===== src/rtl/flag_update_unit.sv =====
// Flag-commit stage: evaluates an instruction's condition against the C/Z flags, then
// either commits new flags and grants writeback or retires the op as skipped.
module flag_update_unit #(
  parameter int unsigned WIDTH = 16
) (
  input  logic             clk_i,
  input  logic             rst_ni,
  input  logic             start_i,
  input  logic [1:0]       op_class_i,
  input  logic [1:0]       cond_i,
  input  logic [WIDTH-1:0] alu_result_i,
  input  logic             alu_carry_i,
  output logic             c_flag_o,
  output logic             z_flag_o,
  output logic             wr_en_o,
  output logic             done_o,
  output logic             busy_o,
  output logic             skipped_o
);

  localparam logic [1:0] StIdle   = 2'd0;
  localparam logic [1:0] StEval   = 2'd1;
  localparam logic [1:0] StCommit = 2'd2;
  localparam logic [1:0] StSkip   = 2'd3;

  localparam logic [1:0] OpAdd  = 2'b00;
  localparam logic [1:0] OpNone = 2'b11;

  logic [1:0]       state_q, state_d;
  logic [1:0]       op_q, op_d;
  logic [1:0]       cond_q, cond_d;
  logic [WIDTH-1:0] res_q, res_d;
  logic             carry_q, carry_d;
  logic             c_q, c_d;
  logic             z_q, z_d;
  logic             wr_en_q, wr_en_d;
  logic             done_q, done_d;
  logic             skipped_q, skipped_d;
  logic             pass;

  // Reserved cond 2'b11 matches no term, so it never passes.
  assign pass = (cond_q == 2'b00) | ((cond_q == 2'b10) & c_q) | ((cond_q == 2'b01) & z_q);

  always_comb begin
    state_d   = state_q;
    op_d      = op_q;
    cond_d    = cond_q;
    res_d     = res_q;
    carry_d   = carry_q;
    c_d       = c_q;
    z_d       = z_q;
    wr_en_d   = 1'b0;
    done_d    = 1'b0;
    skipped_d = 1'b0;
    unique case (state_q)
      StIdle: begin
        // The retire cycle shows state IDLE but must still reject a new start.
        if (start_i && !done_q) begin
          op_d    = op_class_i;
          cond_d  = cond_i;
          res_d   = alu_result_i;
          carry_d = alu_carry_i;
          state_d = StEval;
        end
      end
      StEval: begin
        state_d = pass ? StCommit : StSkip;
      end
      StCommit: begin
        if (op_q == OpAdd) c_d = carry_q;
        if (op_q != OpNone) z_d = (res_q == '0);
        wr_en_d = 1'b1;
        done_d  = 1'b1;
        state_d = StIdle;
      end
      StSkip: begin
        done_d    = 1'b1;
        skipped_d = 1'b1;
        state_d   = StIdle;
      end
    endcase
  end

  always_ff @(posedge clk_i or negedge rst_ni) begin
    if (!rst_ni) begin
      state_q   <= StIdle;
      op_q      <= '0;
      cond_q    <= '0;
      res_q     <= '0;
      carry_q   <= 1'b0;
      c_q       <= 1'b0;
      z_q       <= 1'b0;
      wr_en_q   <= 1'b0;
      done_q    <= 1'b0;
      skipped_q <= 1'b0;
    end else begin
      state_q   <= state_d;
      op_q      <= op_d;
      cond_q    <= cond_d;
      res_q     <= res_d;
      carry_q   <= carry_d;
      c_q       <= c_d;
      z_q       <= z_d;
      wr_en_q   <= wr_en_d;
      done_q    <= done_d;
      skipped_q <= skipped_d;
    end
  end

  assign c_flag_o  = c_q;
  assign z_flag_o  = z_q;
  assign wr_en_o   = wr_en_q;
  assign done_o    = done_q;
  assign skipped_o = skipped_q;
  assign busy_o    = (state_q != StIdle);

endmodule

===== config.mk =====
export PLATFORM = sky130hd
export DESIGN_NAME = flag_update_unit
export DESIGN_NICKNAME = d
export VERILOG_FILES = /design/src/rtl/flag_update_unit.sv
export SDC_FILE = /design/constraint.sdc
export NUM_CORES = 1
export LEC_CHECK = 0
export ABC_AREA = 0
export BUFFER_PORTS_ARGS = -buffer_cell sky130_fd_sc_hd__buf_2
export CORE_UTILIZATION = 50
export CTS_CLUSTER_SIZE = 28
export DETAILED_ROUTE_END_ITERATION = 10
export PLACE_DENSITY = 0.8
export SLEW_MARGIN = 40
export SYNTH_ARGS = -nofsm -noshare
export SYNTH_HDL_FRONTEND = slang
export SYNTH_SLANG_ARGS = --single-unit

===== constraint.sdc =====
create_clock -name clk_i -period 2.2 [get_ports clk_i]
set_clock_uncertainty 0.05 [all_clocks]
set_input_delay 0.11 -clock clk_i [delete_from_list [all_inputs] [get_ports clk_i]]
set_output_delay 0.11 -clock clk_i [all_outputs]
set_load 0.05 [all_outputs]

Word-level counts from Yosys, hierarchy flattened
Cells that the tools add are included.
{ "word_totals": {"reg_bits": 28, "out_inout_bits": 6, "inputBits": 24} }
{ "classes": {"n_reduce_logical": 11, "bitwise": 4, "mux": 6, "eq_ne": 7} }
{ "ops": {"columns": ["op", "n"], "rows": [
  ["logical NOT 16 bit", 1],
  ["== test 2 bit (second input constant)", 3],
  ["logical NOT 2 bit", 3],
  ["case mux 2 bit (3 select lines)", 1],
  ["AND reduction 2 bit", 3],
  ["== test 2 x 1 -> 1 bit (second input constant)", 2],
  ["2-to-1 mux 1 bit", 4],
  ["!= test 2 bit (second input constant)", 2],
  ["bitwise AND 1 bit", 2],
  ["2-to-1 mux 2 bit", 1],
  ["bitwise OR 1 bit", 2],
  ["nonzero test 2 bit", 1],
  ["OR reduction 2 bit", 1],
  ["logical AND 1 bit", 1],
  ["logical NOT 1 bit", 1]
]} }

Longest topological paths before layout
{ "logic_depth": {"word_depth": 6, "ltp_mapped": 4, "depth_no_buf": 3} }

Least setup slack after synthesis
OpenSTA, ideal clock, no wires.
{ "synth_path": {"path_type": "register to register", "from": "register state_q[1]", "to": "register cond_q[0]", "setup_ns": 0.125, "path_stages_with_launch": 5, "arrival_time_ns": 1.499, "synth_period_minus_slack_ns": 1.674, "slack_ns": 0.526, "path_cell_list": "dfrtp_1 -> or2_4 -> nor3b_4 -> buf_6 -> mux2_2"} }
{ "synth_between": {"elab_chain_len": 2} }
{ "synth_rtl": {"columns": ["element", "line_no", "source"], "rows": [
  ["from (decl)", "29", "logic [1:0] state_q, state_d;"],
  ["from (signal assigned)", "86", "state_q <= StIdle;"],
  ["from (signal assigned)", "97", "state_q <= state_d;"],
  ["logical NOT 2 bit", "55", "unique case (state_q)"],
  ["AND reduction 2 bit (no source line)", null, null],
  ["to (signal assigned)", "99", "cond_q <= cond_d;"],
  ["to (decl)", "31", "logic [1:0] cond_q, cond_d;"]
]} }
No other way between the ends.
A chain may end at the register's enable or synchronous reset.

Final worst setup path
{ "layout_path": {"from": "register state_q[1]", "to": "register op_q[1]"} }
{ "layout_between": {"elab_chain_len": 2} }
{ "layout_rtl": {"columns": ["element", "line_no", "source"], "rows": [
  ["logical NOT 2 bit", "55", null],
  ["AND reduction 2 bit (no source line)", null, null],
  ["to (signal assigned)", "98", "op_q <= op_d;"],
  ["to (decl)", "30", "logic [1:0] op_q, op_d;"]
]} }
No other way between the ends.

==> flow_metrics.py <==
metrics = {
    "run_status": {
        "outcome": "complete, no violations",
    },
    "synth": {
        "yosysTopAreaCellShare_pct": 63.13,
        "synth_nets": 96,
        "synth_area_leader_cell": "dfrtp_1",
        "ys_warn_count": 0,
        "ys_ff_latch": 28,
        "syn_avg_cell_area_um2": 15.41,
        "synthTopCellsByArea": "dfrtp_1 (63%), mux2_2 (21%), nor4_1 (2.3%)",
        "yosysSeqAreaShare_pct": 63.13,
        "ys_types": 19,
        "syn_area_um2": 1110,
        "synthCells": 72,
    },
    "route": {
        "drt_wl_total_um": 1904,
        "dr.pass1.iters": 5,
        "drtIter0Drc": 9,
        "drc_errors": 0,
        "ant_nets": 0,
        "viasPerCell": 5.000,
        "via_count": 760,
        "drt-wirelength-per-cell_um": 12.53,
    },
    "worst_setup_path": {
        "rr_startpoint": "state_q[1]",
        "path_cells": "or2_4 -> nor3b_4 -> buf_4 -> mux2_2",
        "r2r-end": "op_q[1]",
        "worstPathRequired_ns": 2.37,
        "critPathMaxFanout": 22,
        "ff2ff_path_depth": 4,
        "max_stage_delay_ns": 0.43,
        "crit_arrival_ns": 1.88,
        "r2r_slack_ns": 0.49,
        "slowest_stage": "dfrtp_1",
        "crit_type": "flip-flop to flip-flop",
        "startpoint_type": "flip-flop",
        "cp-end-kind": "flip-flop",
    },
    "final_layout": {
        "layout_commonest_cell": "buf_2",
        "nFillCells": 130,
        "drive_gt1_share_pct": 45.60,
        "layout_common_cells": "buf_2 (29), dfrtp_1 (28), dlygate4sd3_1 (22)",
        "antennaDiodeCount": 0,
        "nets": 150,
        "syn2layout_area_growth_pct": 38.90,
    },
    "timing": {
        "tightest_slew_ns": 0.6058,
        "slew_headroom_pct": 59.62,
        "min_period_ns": 1.712,
        "rsz0062_at_grt": "false",
        "fin_tns_setup_ns": 0,
        "min_period_over_period_pct": 77.80,
        "setup_ws_ns": 0.4883,
        "slew_viol_final": 0,
        "setup_violations": 0,
        "hold_viol_final": 0,
        "fmax_mhz": 584.2,
    },
    "die": {
        "dieArea_um2": 2412,
        "core.rowCount": 16,
        "initial_utilization_pct": 54.89,
        "die_height_um": 49.11,
        "ios": 30,
        "die_width_um": 49.11,
        "core-area_um2": 2022,
    },
    "clock_tree": {
        "clock_latency_ns": 0.32,
        "cts_tree": "built",
        "postCtsSetupRepairBufs": 0,
        "h-tree-depth": 1,
        "clockRootBuffer": "clkbuf_4",
        "cts_buffers": 3,
        "clock_path_buffers": 2,
        "cts.sinks": 28,
        "path_clk_slew_ns": 0.14,
    },
    "global_routing": {
        "grt_use_total_pct": 18.24,
        "grt_start_max_net_pins": 29,
        "overflow": 0,
        "grt_pass1_wl_um": 3249,
        "antenna_found_initial": 0,
        "grt_pass1_vias": 753,
    },
    "power_and_ir_drop": {
        "p_sw_uw": 639.6,
        "leakage_uw": 0.0007221,
        "p_comb_share_pct": 37.4,
        "intPower_uw": 1322,
        "swShare_pct": 32.60,
        "p_seq_share_pct": 45.8,
        "powerDensity_nw_per_um2": 1273,
        "vdd_ir_drop_max_uv": 998.3,
        "clkPwrFrac_pct": 16.8,
    },
    "placement": {
        "numPortBuffers": 29,
        "hpwl_um": 1184,
        "dpl_worst_slack_ns": 0.4970,
        "gp_congestion": 0.6525,
    },
    "worst_hold_path": {
        "worstHoldPathType": "input pin to asynchronous set/reset pin",
    },
    "flow_run": {
        "maxCapViolCount": 0,
    },
}
kinds of logic (layout without fill, tap and decap cells):
logic type	Yosys count	in the layout	synth area share (%)
simple gates	12	12	8.231
mux	23	23	23.22
buf+inv	6	59	3.494
compound gates	3	3	1.917
flops	28	28	63.13
worst max path at each step:
stage               slack (ns)        end  cells after the start  startpoint
finish                    0.49    op_q[1]                      4  state_q[1]
detailed placement        0.50    op_q[1]                      4  state_q[1]
global route              0.42   res_q[6]                      4  state_q[1]
floorplan                 0.53  cond_q[0]                      4  state_q[1]
CTS                       0.47    op_q[1]                      4  state_q[1]
global placement          0.54  res_q[12]                      4  state_q[1]
layer usage:
layer  vias to the layer above  track usage, %  wire (um)
li1                        360               -          -
met1                       379           23.08        889
met2                        19           31.05        939
met5                         -               0          0
met3                         2           2.804         60
met4                         0           7.353         15
final cells by class:
class	count	area, um^2	share of cell area, %
well taps	27	33.78	2.192
repair buffers	52	372.9	24.19
clock inverters	1	30.03	1.948
inverters	3	11.26	0.7305
clock buffers	3	22.52	1.461
flip-flops and latches	28	700.7	45.45
multi-input cells	38	370.4	24.03
power groups by stage:
stage,clock network (uW),registers (uW),logic [uW]
2_1_floorplan,0,992,501
3_3_place_gp,0,902,688
3_5_place_dp,0,916,710
4_1_cts,343,902,740
5_1_grt,361,934,798
6_report,329,899,734
timing repair:
action,4_1_cts,5_1_grt
hold endpoints to repair,49,0
gates resized for setup,0,0
setup endpoints to repair,0,0
hold buffers,22,0
worst max-delay path, delay by kind of cell, from the launching register on:
kind          cells  cell delay, ns
simple gates      2            0.45
buf+inv           1            0.30
mux               1            0.38
flops             1            0.43
state kept, by name (all words and copies together), names as in the netlist:
| signal | flops |
|---|---|
| carry_q | 1 |
| wr_en_o | 1 |
| cond_q | 2 |
| state_q | 2 |
| c_flag_o | 1 |
| op_q | 2 |
| skipped_o | 1 |
| z_flag_o | 1 |
| done_o | 1 |
| res_q | 16 |
cells in the mapped netlist:
cell type,count
a21o_1,1
a21oi_1,1
a22o_1,1
and2_1,1
and2b_1,1
buf_2,1
buf_6,2
dfrtp_1,28
inv_1,3
mux2_1,1
mux2_2,21
mux2i_1,1
nand2b_1,1
nand4_1,1
nor3_1,1
nor3b_4,1
nor4_1,4
or2_4,1
or2b_1,1
through the flow:
| stage | cells | hold slack, ns | cell area (um^2) | utilization [%] | power (uW) |
|---|---|---|---|---|---|
| 2_1_floorplan | 72 | -0.2356 | 1110 | - | 1493 |
| 3_3_place_gp | 126 | 0.09187 | 1269 | 62.75 | 1589 |
| 3_5_place_dp | 126 | 0.1006 | 1269 | 62.75 | 1625 |
| 4_1_cts | 152 | 0.2642 | 1541 | 76.24 | 1984 |
| 5_1_grt | 152 | 0.2945 | 1541 | 76.24 | 2093 |
| 6_report | 152 | 0.2640 | 1541 | 76.24 | 1962 |
No activity file was read; power rests on OpenSTA's default activity.
